[src/rtl/gray_pkg.sv]
// gray_pkg: shared helpers for the Gray encoder slice.
//   bin2gray  - binary to reflected Gray (operates on up to 32 bits, zero-extended)
//   gray2bin  - reflected Gray back to binary (prefix XOR from the MSB down)
//   popcount  - number of set bits in a 32-bit word
//   GRAY_WIDTH - default code width
package gray_pkg;

  localparam int GRAY_WIDTH = 4;

  // Zero-extended inputs keep these functions width-agnostic: extra upper
  // zeros encode and decode to zeros.
  function automatic logic [31:0] bin2gray(input logic [31:0] b);
    return b ^ (b >> 1);
  endfunction

  function automatic logic [31:0] gray2bin(input logic [31:0] g);
    logic [31:0] b;
    b     = '0;
    b[31] = g[31];
    for (int i = 30; i >= 0; i--) begin
      b[i] = b[i+1] ^ g[i];
    end
    return b;
  endfunction

  function automatic logic [5:0] popcount(input logic [31:0] v);
    logic [5:0] c;
    c = '0;
    for (int i = 0; i < 32; i++) begin
      c = c + 6'(v[i]);
    end
    return c;
  endfunction

endpackage

[src/rtl/gray_enc_step_chk.sv]
// gray_step_chk: next-state for the step-error flag.
//   i_prev            - previously captured Gray code
//   i_new             - Gray code being captured now
//   i_valid           - a previous capture exists
//   o_step_err_next   - high when the Hamming distance is not exactly one
module gray_step_chk
  import gray_pkg::*;
#(
  parameter int WIDTH = GRAY_WIDTH
) (
  input  logic [WIDTH-1:0] i_prev,
  input  logic [WIDTH-1:0] i_new,
  input  logic             i_valid,
  output logic             o_step_err_next
);

  logic [5:0] w_dist;

  assign w_dist = popcount(32'(i_prev ^ i_new));

  // The first capture after reset has nothing to compare against.
  assign o_step_err_next = i_valid && (w_dist != 6'd1);

endmodule

[src/rtl/gray_enc.sv]
// gray_enc: binary-to-Gray encoder with a registered, step-checked output.
//   clock     - rising-edge clock for the capture stage
//   reset_n   - asynchronous active-low reset
//   Nbin      - binary input
//   en        - capture strobe
//   Ngray     - combinational Gray code of Nbin
//   Ngray_q   - Gray code of the last captured Nbin
//   valid_q   - at least one capture since reset
//   Nbin_dec  - binary decode of Ngray_q
//   step_err  - one-cycle pulse when a capture moves by other than one bit
module gray_enc
  import gray_pkg::*;
#(
  parameter int WIDTH = GRAY_WIDTH
) (
  input  logic             clock,
  input  logic             reset_n,
  input  logic [WIDTH-1:0] Nbin,
  input  logic             en,
  output logic [WIDTH-1:0] Ngray,
  output logic [WIDTH-1:0] Ngray_q,
  output logic             valid_q,
  output logic [WIDTH-1:0] Nbin_dec,
  output logic             step_err
);

  logic [WIDTH-1:0] r_gray_q;
  logic             r_valid_q;
  logic             r_step_err;
  logic             w_step_err_next;

  assign Ngray = WIDTH'(bin2gray(32'(Nbin)));

  gray_step_chk #(
    .WIDTH(WIDTH)
  ) u_step_chk (
    .i_prev          (r_gray_q),
    .i_new           (Ngray),
    .i_valid         (r_valid_q),
    .o_step_err_next (w_step_err_next)
  );

  always_ff @(posedge clock or negedge reset_n) begin
    if (!reset_n) begin
      r_gray_q   <= '0;
      r_valid_q  <= 1'b0;
      r_step_err <= 1'b0;
    end else if (en) begin
      r_gray_q   <= Ngray;
      r_valid_q  <= 1'b1;
      r_step_err <= w_step_err_next;
    end else begin
      // Error is a pulse tied to a capture; idle edges clear it.
      r_step_err <= 1'b0;
    end
  end

  assign Ngray_q  = r_gray_q;
  assign valid_q  = r_valid_q;
  assign step_err = r_step_err;
  assign Nbin_dec = WIDTH'(gray2bin(32'(r_gray_q)));

endmodule

[config.mk]
export PLATFORM = sky130hd
export DESIGN_NAME = gray_enc
export DESIGN_NICKNAME = d
export VERILOG_FILES = /design/src/rtl/gray_pkg.sv /design/src/rtl/gray_enc_step_chk.sv /design/src/rtl/gray_enc.sv
export SDC_FILE = /design/constraint.sdc
export NUM_CORES = 1
export LEC_CHECK = 0
export CORE_AREA = 4 4 41 43
export DETAILED_ROUTE_END_ITERATION = 8
export DIE_AREA = 0 0 45 47
export HOLD_SLACK_MARGIN = 0.02
export PLACE_DENSITY = 0.66
export SLEW_MARGIN = 0
export SYNTH_ARGS = -nofsm -noshare
export SYNTH_HDL_FRONTEND = slang
export SYNTH_SLANG_ARGS = --single-unit
export TNS_END_PERCENT = 30
[constraint.sdc]
create_clock -name clock -period 1.8 [get_ports clock]
set_clock_uncertainty 0.1 [all_clocks]
set_input_delay 0.45 -clock clock [delete_from_list [all_inputs] [get_ports clock]]
set_output_delay 0.45 -clock clock [all_outputs]
set_load 0.01 [all_outputs]
==> results.md <==
Pwr:
- For this design the static power due to leakage is ~0.37 nW.
- Of the total power, the share spent switching nets is 0.320.
- Of the total power, the clock network draws 0.192.
- The worst voltage drop across the vdd grid is 0.000360 V.
- The logic gate share of total power is 0.554.
- Of the total power, registers draw 0.254.
- The internal power of the cells is about 0.45 mW.
- For this design the total switching power over the nets is between 0.2 and 0.25 mW.
- The completed layout was analyzed and its total power is ~0.66 mW.
- Dividing total power by cell area gives a power density of approximately 850 nW/µm².

Finish:
- The number of fillers in the final layout is about 130.
- The post-layout utilization of the core is 0.592.
- Relative to the synthesized area, the layout overhead comes to 94.9%.
- 0 antenna diodes ended up in the layout.
- The multi-input logic area is between 200 and 300 µm².
- The number of nets in the layout is between 80 and 90.
- The fraction of layout instances using a drive strength above 1 is 0.471.
- The area of all sequential standard cells is around 150 µm².
- The non-filler instance count after layout is between 80 and 90.

STA:
- The max-slew violation count was 0.
- After layout, the worst setup slack is -0.0773 ns.
- Setup repair after global routing could not meet its margin everywhere.
- Derived from the worst setup path, the maximum achievable clock frequency is around 0.53 GHz.
- Adding up every negative setup slack in the final design gives -0.124 ns.
- The worst pin sits at a relative slew slack of 0.794.
- The number of endpoints with negative hold slack in the final report is 0.
- Setup violations remaining at the end of the flow were counted as 2.
- Counting I/O delays and the setup requirement, the final critical path takes 1.88 ns.
- The transition time of the tightest slew-check pin is 0.307 ns.
- The final clock period utilization by the worst path is 1.04.

Run:
- The reported max-cap violation count is 0.

Synth:
- The flip-flop and latch count after synthesis is 6.
- The sequential share of the synthesized area is 0.380.
- The mean post-synth cell area is approximately 11 µm².
- When the netlist entered floorplanning its net count stood at 47.
- The cell area that synthesis handed to floorplanning was ~400 µm².
- Synthesis produced 37 cells.
- The synthesized netlist contains 15 unique library cells.
- During synthesis, Yosys emitted a total of 0 warnings.

Setup path:
- The critical path starts at Ngray_q[3].
- The reg-to-reg setup timing slack is 0 ns.
- The maximum fanout along the worst path is 3.
- At the worst endpoint, the arrival time is roughly 1.3 ns.
- Among all stages on the critical path, the largest delay is contributed by sky130_fd_sc_hd__dfrtp_1.
- The cell family contributing the most delay on the critical path is flip-flops.
- The reg-to-reg critical path endpoint is step_err.
- The worst setup path is of the register to output pin kind.
- The endpoint of the worst setup timing path is Nbin_dec[0].
- STA classifies the critical path startpoint as a register.
- The startpoint of the lowest-slack register-to-register path is Ngray_q[1].
- Counting buffers and inverters, the worst setup path is 4 cells deep.
- The worst setup path is captured at an output pin.
- The combined buffer and inverter count along the critical path is 2.
- The largest stage delay on the critical path is approximately 0.40 ns.
- The critical path goes through xnor2_2 -> buf_4 -> xnor3_1 -> buf_2.
- Measured in cells, the most critical reg-to-reg path has a length of 6.
- The data required time at the worst endpoint is between 1 and 1.5 ns.

GRT:
- The number of global-route vias before repair is between 300 and 400.
- The initial antenna violation count came to 0.
- The global routing stage identified its most utilized layer as met2.
- The global routing usage on met3 is 0.0268.
- The global routing usage on met2 is 0.175.
- The pin count of the biggest net entering global routing is 7.
- After global routing the overflow that remains totals 0.
- The first-pass GRT wire length is 1.64 mm.
- For this run, global-route usage on met1 was measured as 0.131.
- In the global route stage, overall resource usage came out at 0.114.

Placed design:
- Buffers placed on the I/O ports in this run total 20.
- The number of placed instances, taps included, is 79.
- The congestion estimate from routability-driven global placement came to 0.689.
- Once detailed placement completed, the half-perimeter wirelength came to between 700 and 800 µm.
- The post-placement setup slack is -0.869 ns.

Floorplanning:
- The floorplan has 13 rows.
- The die height is between 40 and 50 µm.
- The horizontal extent of the die is approximately 45 µm.
- The floorplan die area is roughly 2100 µm².
- The I/O pin count is 21.
- For this configuration, the core starts out at a cell density of 0.304.
- In this run the standard cell core region covers between 1000 and 1500 µm².

Detailed routing:
- The first-pass iteration count of the detailed router is 2.
- The per-cell via count in the routed design is approximately 4.2.
- The DRC violation count after routing is 0.
- The count of nets left with antenna violations once routing finished came out at 0.
- The total number of vias is 358.
- In this run, the number of DRC markers left after iteration 0 of detailed routing was 6.
- The average wire per standard cell is roughly 11 µm.
- The total wire length after detailed routing is around 940 µm.

Clock tree:
- In this run the number of H-tree levels came out at 1.
- The clock tree buffer depth is 2.
- The CTS tree is yes.
- The buffer cell driving the clock tree root is sky130_fd_sc_hd__clkbuf_4.
- Counting every sink on the clock net gives 6.
- The total CTS buffers is 3.
- The clock transition at the registers of the reported paths is ~0.05 ns.
- The clock reaches the later pin of the worst-skew pair after ~0.24 ns.
- The number of buffers inserted by hold repair at cts is 0.

Status:
- The run finished, with violations left.
- The final reports fail on setup timing.

Min path:
- The path class of the tightest hold or removal check is primary input to async pin.
## registers in the layout, indices dropped and copies added, names as in the netlist
register	cells
Ngray_q	4
step_err	1
valid_q	1
## power groups by stage
| stage | logic (mW) | registers [mW] | clock network (mW) |
|---|---|---|---|
| after CTS | 0.343 | 0.168 | 0.133 |
| final | 0.365 | 0.168 | 0.127 |
| after global routing | 0.406 | 0.170 | 0.140 |
| after detailed placement | 0.354 | 0.170 | 0 |
| after floorplan | 0.164 | 0.184 | 0 |
| after global placement | 0.351 | 0.169 | 0 |
## cell usage after synthesis
library cell / number / area (µm²)
sky130_fd_sc_hd__mux2_2: 1 / 11.3
sky130_fd_sc_hd__or2_2: 1 / 6.26
sky130_fd_sc_hd__nand2_1: 1 / 3.75
sky130_fd_sc_hd__a21oi_1: 4 / 20.0
sky130_fd_sc_hd__buf_2: 1 / 5.00
sky130_fd_sc_hd__ha_1: 2 / 25.0
sky130_fd_sc_hd__xnor2_1: 7 / 61.3
sky130_fd_sc_hd__inv_1: 4 / 15.0
sky130_fd_sc_hd__xor2_1: 1 / 8.76
sky130_fd_sc_hd__nor2_1: 4 / 15.0
sky130_fd_sc_hd__buf_4: 2 / 15.0
sky130_fd_sc_hd__fa_1: 1 / 20.0
sky130_fd_sc_hd__xnor3_1: 1 / 22.5
sky130_fd_sc_hd__xnor2_2: 1 / 16.3
sky130_fd_sc_hd__dfrtp_1: 6 / 150
## timing repair
item,4_1_cts,5_1_grt
resized for setup,40,5
setup buffers,3,0
pin swaps,5,4
endpoints found under the setup margin,13,5
cloned,0,0
## cells in the final DEF (no fill, tap or decap), drive strengths merged, types with 2 or more instances in the layout
cell,n
clkbuf,3
buf,19
a21oi,4
dfrtp,6
dlygate4sd2,9
clkdlybuf4s50,4
ha,2
nor2,4
xnor2,8
inv,4
## final cells by class
cell class	instances	area share
tap	15	0.0244
sequential	6	0.195
timing repair buffer	33	0.354
clock buffer	3	0.0292
multi-input combinational	24	0.378
inverter	4	0.0195
## logic make-up (layout without fill, tap and decap cells)
kind of cell	after synthesis	in the layout	synth area share
buffers and inverters	7	40	0.0886
muxes	1	1	0.0285
DFF	6	6	0.380
adders and majority gates	3	3	0.114
xor gates and xnor gates	10	10	0.275
AOI/OAI and AO/OA	4	4	0.0506
and+or+nand+nor	6	6	0.0633
## metal layers
layer / part of all wire / wire [µm]
met5: 0 / 0
met4: 0.024 / 23
met3: 0.062 / 58
met2: 0.54 / 503
met1: 0.38 / 355
## worst min-delay path by stage
stage	from	to	slack (ns)	cells after the start
6_report	reset_n	Ngray_q[2]	0.36	1
5_1_grt	reset_n	Ngray_q[2]	0.37	1
2_1_floorplan	reset_n	Ngray_q[0]	0.05	0
3_5_place_dp	valid_q	valid_q	0.39	1
4_1_cts	reset_n	Ngray_q[2]	0.36	1
3_3_place_gp	valid_q	valid_q	0.39	1
## stage by stage
stage	area [µm²]	hold slack [ns]
after floorplan	448	0.0544
after global placement	722	0.390
after detailed placement	722	0.393
after CTS	751	0.363
after global routing	771	0.374
final	771	0.359
No activity file was read; power rests on OpenSTA's default activity.
